File: src/rtl/dma_fetch.sv
// Block fetch engine: reads 8x8 blocks (16 words each) from a Wishbone
// classic slave into a block buffer, handshaking each full block downstream.
module dma_fetch #(
    parameter int unsigned TIMEOUT = 255
) (
    input  logic        clk_i,
    input  logic        rst_i,
    input  logic        start_i,
    input  logic        abort_i,
    output logic        resetaddr_o,
    output logic        incaddr_o,
    input  logic [31:0] address_i,
    input  logic        endblock_i,
    input  logic        endframe_i,
    output logic        wb_cyc_o,
    output logic        wb_stb_o,
    output logic        wb_we_o,
    output logic [31:0] wb_adr_o,
    input  logic [31:0] wb_dat_i,
    input  logic        wb_ack_i,
    input  logic        wb_err_i,
    output logic        buf_we_o,
    output logic [3:0]  buf_addr_o,
    output logic [31:0] buf_data_o,
    output logic        block_ready_o,
    input  logic        block_ack_i,
    output logic        busy_o,
    output logic        done_o,
    output logic        err_o
);

    typedef enum logic [2:0] {
        S_IDLE,
        S_INIT,
        S_READ,
        S_WAIT_BUF,
        S_DONE,
        S_ERROR
    } state_t;

    localparam logic [7:0] TO_LAST = 8'(TIMEOUT - 1);

    state_t      state_q;
    logic [3:0]  wcnt_q;
    logic [7:0]  tcnt_q;
    logic        last_q;

    logic        in_read;
    logic        ack_ok;

    // Abort must silence the bus and buffer in the very cycle it is seen.
    assign in_read = (state_q == S_READ) && !abort_i;
    assign ack_ok  = in_read && wb_ack_i && !wb_err_i;

    assign wb_cyc_o      = in_read;
    assign wb_stb_o      = in_read;
    assign wb_we_o       = 1'b0;
    assign wb_adr_o      = in_read ? address_i : 32'd0;

    assign buf_we_o      = ack_ok;
    assign buf_addr_o    = ack_ok ? wcnt_q : 4'd0;
    assign buf_data_o    = ack_ok ? wb_dat_i : 32'd0;
    assign incaddr_o     = ack_ok;
    assign resetaddr_o   = (state_q == S_INIT) && !abort_i;

    assign block_ready_o = (state_q == S_WAIT_BUF) && !abort_i;
    assign busy_o        = (state_q == S_INIT) || (state_q == S_READ) || (state_q == S_WAIT_BUF);
    assign done_o        = (state_q == S_DONE);
    assign err_o         = (state_q == S_ERROR);

    always_ff @(posedge clk_i) begin
        if (rst_i) begin
            state_q <= S_IDLE;
            wcnt_q  <= 4'd0;
            tcnt_q  <= 8'd0;
            last_q  <= 1'b0;
        end else if (abort_i) begin
            state_q <= S_IDLE;
        end else begin
            case (state_q)
                S_IDLE, S_ERROR: begin
                    if (start_i) begin
                        state_q <= S_INIT;
                        wcnt_q  <= 4'd0;
                        tcnt_q  <= 8'd0;
                        last_q  <= 1'b0;
                    end
                end
                S_INIT: begin
                    state_q <= S_READ;
                end
                S_READ: begin
                    // ack+err together counts as an error and is never written.
                    if (wb_err_i) begin
                        state_q <= S_ERROR;
                    end else if (wb_ack_i) begin
                        wcnt_q <= wcnt_q + 4'd1;
                        tcnt_q <= 8'd0;
                        if (endblock_i) begin
                            if (wcnt_q != 4'd15) begin
                                state_q <= S_ERROR;
                            end else begin
                                last_q  <= endframe_i;
                                state_q <= S_WAIT_BUF;
                            end
                        end
                    end else if (tcnt_q >= TO_LAST) begin
                        state_q <= S_ERROR;
                    end else begin
                        tcnt_q <= tcnt_q + 8'd1;
                    end
                end
                S_WAIT_BUF: begin
                    if (block_ack_i) begin
                        wcnt_q  <= 4'd0;
                        tcnt_q  <= 8'd0;
                        state_q <= last_q ? S_DONE : S_READ;
                    end
                end
                S_DONE: begin
                    state_q <= S_IDLE;
                end
                default: begin
                    state_q <= S_IDLE;
                end
            endcase
        end
    end

endmodule

File: config.mk
export PLATFORM = sky130hd
export DESIGN_NAME = dma_fetch
export DESIGN_NICKNAME = d
export VERILOG_FILES = /design/src/rtl/dma_fetch.sv
export SDC_FILE = /design/constraint.sdc
export NUM_CORES = 1
export LEC_CHECK = 0
export ABC_CLOCK_PERIOD_IN_PS = 2700
export CORE_AREA = 2 2 77 79
export CTS_CLUSTER_SIZE = 28
export DETAILED_ROUTE_END_ITERATION = 12
export DIE_AREA = 0 0 79 81
export PLACE_DENSITY = 0.77
export REMOVE_ABC_BUFFERS = 1
export SETUP_SLACK_MARGIN = 0.1
export SYNTH_ARGS = -nofsm -noshare
export SYNTH_HDL_FRONTEND = slang
export SYNTH_SLANG_ARGS = --single-unit
export TNS_END_PERCENT = 5
File: constraint.sdc
create_clock -name clk_i -period 2.7 [get_ports clk_i]
set_clock_uncertainty 0.2 [all_clocks]
set_input_delay 0.675 -clock clk_i [delete_from_list [all_inputs] [get_ports clk_i]]
set_output_delay 0.675 -clock clk_i [all_outputs]
set_load 0.005 [all_outputs]
== After elaboration in Yosys (flattened, before gate mapping) ==
Cells that the tools add are included.
Storage, ports and cells
  logic and storage cells: 70
  bits in registers: 16
  output and inout port bits: 78
  bits of input ports: 73
Cells by class
  bitwise gates (word level): 1
  add/subtract/negate cells: 2
  multiplexer cells: 29
  magnitude comparators: 1
  equality and inequality tests: 15
  reduce and logical (&&, ||, !) cells: 18
Operator list (count)
  $mux W32: 2
  $mux W8: 5
  $mux W3: 8
  $pmux W8 S3: 1
  $mux W4: 5
  $ne A2 B2 Y1 const B: 6
  $pmux W3 S4: 1
  $pmux W4 S3: 1
  $reduce_and A6 Y1: 2
  $add A8 B1 Y8 const B: 1
  $ge A8 B8 Y1 const B: 1
  $ne A4 B4 Y1 const B: 2
  $reduce_and A7 Y1: 1
  $eq A3 B2 Y1 const B: 2
  $eq A3 B3 Y1 const B: 2
  $logic_and A1 B1 Y1: 5
  $mux W1: 5
  $add A4 B1 Y4 const B: 1
  $ne A4 B3 Y1 const B: 1
  $reduce_and A4 Y1: 1
  $reduce_or A2 Y1: 2
  $eq A3 B1 Y1 const B: 1
  $logic_not A3 Y1: 1
  $ne A3 B3 Y1 const B: 1
  6 further kinds: 8

== Longest topological paths before layout ==
Gate-level depths: netlist (run 1).
  depth in word-level cells: 6
  mapped depth: 6
  depth with buffers taken out: 6

== Worst setup path before layout (run 1) ==
OpenSTA, ideal clock, no wires.
  path type: in2out
  start: input port abort_i
  end: output port wb_adr_o[22]
  path buffers: 1
  stages: 3
  required time: 1.825 ns
  data arrival time: 1.483 ns
  slack: 0.342 ns
  cell sequence: nor4b_4 clkbuf_1 and2_1
Between the ends
  cells in the longest elaborated chain, start to end: 3
RTL lines
  start, declared: RTL line 9  | input logic abort_i,
  $logic_not A1 Y1: RTL line 52  | assign in_read = (state_q == S_READ) && !abort_i;
  $logic_and A1 B1 Y1: RTL line 52
  named net wb_cyc_o: RTL line 15  | output logic wb_cyc_o,
  $mux W32: RTL line 58  | assign wb_adr_o = in_read ? address_i : 32'd0;
  end, declared: RTL line 18  | output logic [31:0] wb_adr_o,
The timed path passes the listed nets, and every way through them passes these cells.

== Final worst setup path (run 1) ==
  start: input port abort_i
  end: output port buf_addr_o[2]
Between the ends
  cells in the longest elaborated chain, start to end: 5
RTL lines
  $logic_not A1 Y1: RTL line 52
  $logic_and A1 B1 Y1: RTL line 52
  $logic_and A1 B1 Y1 (2 in series): RTL line 53  | assign ack_ok = in_read && wb_ack_i && !wb_err_i;
  $mux W4: RTL line 61  | assign buf_addr_o = ack_ok ? wcnt_q : 4'd0;
  end, declared: RTL line 23  | output logic [3:0] buf_addr_o,
No other way between the ends.

==> impl_metrics.tcl, run 1 <==
set metrics [dict create \
    outcome "complete, but fails checks" \
    violations "setup timing" \
    syn_inst 218 \
    grt_pass1_vias 2258 \
    yosysWarningCount 0 \
    synth-seq-area-share 0.1923 \
    synth.mux.area_fraction 0.009016 \
    drv_slew 0 \
    gp_congestion 0.8432 \
    drive_above_1_share 0.3933 \
    nets 466 \
    wire_per_inst_um 18.25 \
    postRouteAntennaNets 0 \
    htreeDepth 1 \
    p_leak_nw 1.781 \
    insertion_delay_ns 0.25 \
    yosys.area_share.adder 0.02254 \
    synth_area_um2 1665 \
    min_path_type "flop to flop" \
    ioPinCount 151 \
    synthToLayoutAreaGrowth_pct 133.9 \
    met2_length_um 4440 \
    synth_ff_type "dfxtp_1" \
    die_h_um 81 \
    path_clk_slew_ns 0.07 \
    fmax_ghz 0.3680 \
    end_kind "output pin" \
    layout_setup_ws_ns -0.01735 \
    rows 28 \
    synthArstFlopShare 0 \
    synth_edf_count 0 \
    n_antenna_cell 0 \
    hold_violations 0 \
    seqPwrFrac 0.329 \
    antenna_found_initial 0 \
    ys_ff_latch 16 \
    max-vdd-ir-drop_uv 309.3 \
    cts_root_buffer "clkbuf_8" \
    pwr-share-clk 0.298 \
    period_share 1.006 \
    place_hpwl_um 5241 \
    drc 0 \
    cts_made_buffers 3 \
    critPathRequiredTime_ns 1.82 \
    synth-compound-area-share 0.2044 \
    start_util 0.2934 \
    cts_hold_buffers 0 \
    fill_cells 455 \
    dp.cells 436 \
    synth_cell_type_count 52 \
    post-route-util 0.6863 \
    drt_iter0_markers 137 \
    setup_viol_count_final 13 \
    intPower_uw 543.8 \
    drtPass1Iterations 4 \
    synthXorXnorAreaFrac 0 \
    stdcell_count 464 \
    die_area_um2 6399 \
    io_buffers 149 \
    viasPerCell 5.144 \
    fin_crit_ns 2.717 \
    crit_path_start_kind "input port" \
    cts_buffer_depth 2 \
    whs_ns 0.2925 \
    met3_wirelength_um 594 \
    p_sw_uw 184.7 \
    path_class "input port to output pin" \
    avgSynthCellArea_um2 7.639 \
    core-area_um2 5675 \
    timing.setup.tns_ns -0.1311 \
    drt-total-wl_um 8469 \
    topRoutingLayerUsed "met4" \
    worstPathArrival_ns 1.84 \
    cts_tree "built" \
    synth_top_family_by_area "simple AND/OR/NAND/NOR gates" \
    cp_max_fo 7 \
    combPwrFrac 0.373 \
    switching_share 0.2535 \
    finalPower_uw 728.4 \
    maxCapViolations 0 \
    synthSimpleGateAreaFrac 0.4853 \
    grtUsageTotal 0.2440 \
    cts_num_sinks 16 \
    die_w_um 79 \
    powerDensity_nw_per_um2 187.0 \
    num_vias 2387 \
    routedLengthMet1_um 3277 \
    grt_max_degree 16 \
    grt-ovfl-total 0 \
    grt_pass1_wl_um 12250 \
    rsz0062_at_grt "yes" \
]
-- path summary, 6_finish.rpt --
kind | startpoint | cells after the start | slack (ns) | to
min reg2reg | last_q | 2 | 0.29 | last_q
max reg2reg | tcnt_q[0] | 6 | 0.57 | tcnt_q[1]
min | last_q | 2 | 0.29 | last_q
max | abort_i | 9 | -0.02 | buf_addr_o[2]
-- layout by cell type (no fill, tap or decap), types with 7 or more instances in the layout --
master           count
buf_4               12
clkdlybuf4s50_1     72
and3_4              22
buf_2               28
buf_16              10
o31ai_1              7
and2_1              25
dlygate4sd2_1        9
and2_4               8
and3_1              19
buf_6               39
dfxtp_1             15
buf_12               7
-- state kept, by name, indices dropped and copies added, names as in the netlist --
signal and flops:
wcnt_q 4, state_q 3, tcnt_q 8, last_q 1
-- layer usage --
metal | vias up | GRT usage
met1 | 1128 | 0.2871
li1 | 1149 | -
met5 | - | 0
met2 | 96 | 0.4432
met3 | 14 | 0.05778
met4 | 0 | 0.06724
-- layout make-up --
cell class	instances	area, um2	share of cell area
clock buffers	4	55.05	0.01413
inverters	7	30.03	0.007710
multi-input cells	174	1373	0.3524
flip-flops and latches	16	321.6	0.08256
well taps	75	93.84	0.02409
repair buffers	188	2022	0.5191
-- cell families after synthesis --
family	count (synthesis)
compound gates	41
fa+ha+maj	3
buf+inv	28
flops	16
mux	1
other cells	1
simple gates	128
-- stage by stage --
step | cell area, um2 | setup slack [ns]
2_1_floorplan | 1551 | -0.4498
3_3_place_gp | 3277 | -0.5909
3_5_place_dp | 3277 | -0.6143
4_1_cts | 3794 | -0.05282
5_1_grt | 3895 | -0.06044
6_report | 3895 | -0.01735
-- synth_stat cells (3+ instances only) --
master / instances / area (um2)
nor3_1: 6 / 30.03
clkbuf_1: 12 / 45.04
and2_1: 33 / 206.5
nand2b_1: 6 / 37.54
dfxtp_1: 16 / 320.3
inv_1: 7 / 26.28
o21ai_0: 4 / 20.02
nor4_1: 6 / 37.54
nand3_1: 3 / 15.01
ha_1: 3 / 37.54
nor2_1: 5 / 18.77
a21oi_1: 6 / 30.03
buf_4: 5 / 37.54
nor2b_1: 3 / 18.77
nand2_1: 5 / 18.77
nand3b_1: 3 / 22.52
o31ai_1: 7 / 52.55
and3_1: 41 / 256.5
a31oi_1: 4 / 25.02
or2_2: 3 / 18.77
-- power groups by stage --
stage	Clock (mW)	Combinational, mW	Sequential [mW]
after floorplan	0	0.0502	0.247
after CTS	0.222	0.261	0.239
final	0.217	0.272	0.240
after global placement	0	0.209	0.244
after global routing	0.235	0.288	0.240
after detailed placement	0	0.211	0.245
-- critical path, cell delays in order --
cell and delay (ns):
buf_6 0.10, nor4b_4 0.22, buf_4 0.15, buf_6 0.11, buf_12 0.10, buf_12 0.11, buf_12 0.11, and3_4 0.18
buf_6 0.09
-- what timing repair did --
item	4_1_cts	5_1_grt
pin swaps	29	4
gates resized for setup	326	29
setup endpoints to repair	74	77
gates cloned	11	0
buffers inserted	13	0
(Power assumes the default switching activity.)
==> inputs of run 2 (changes only) <==
ABC_CLOCK_PERIOD_IN_PS = unset   (was 2700)
==> results of run 2 <==
Same layout as run 1: the final DEF is identical, and so are final timing and power.
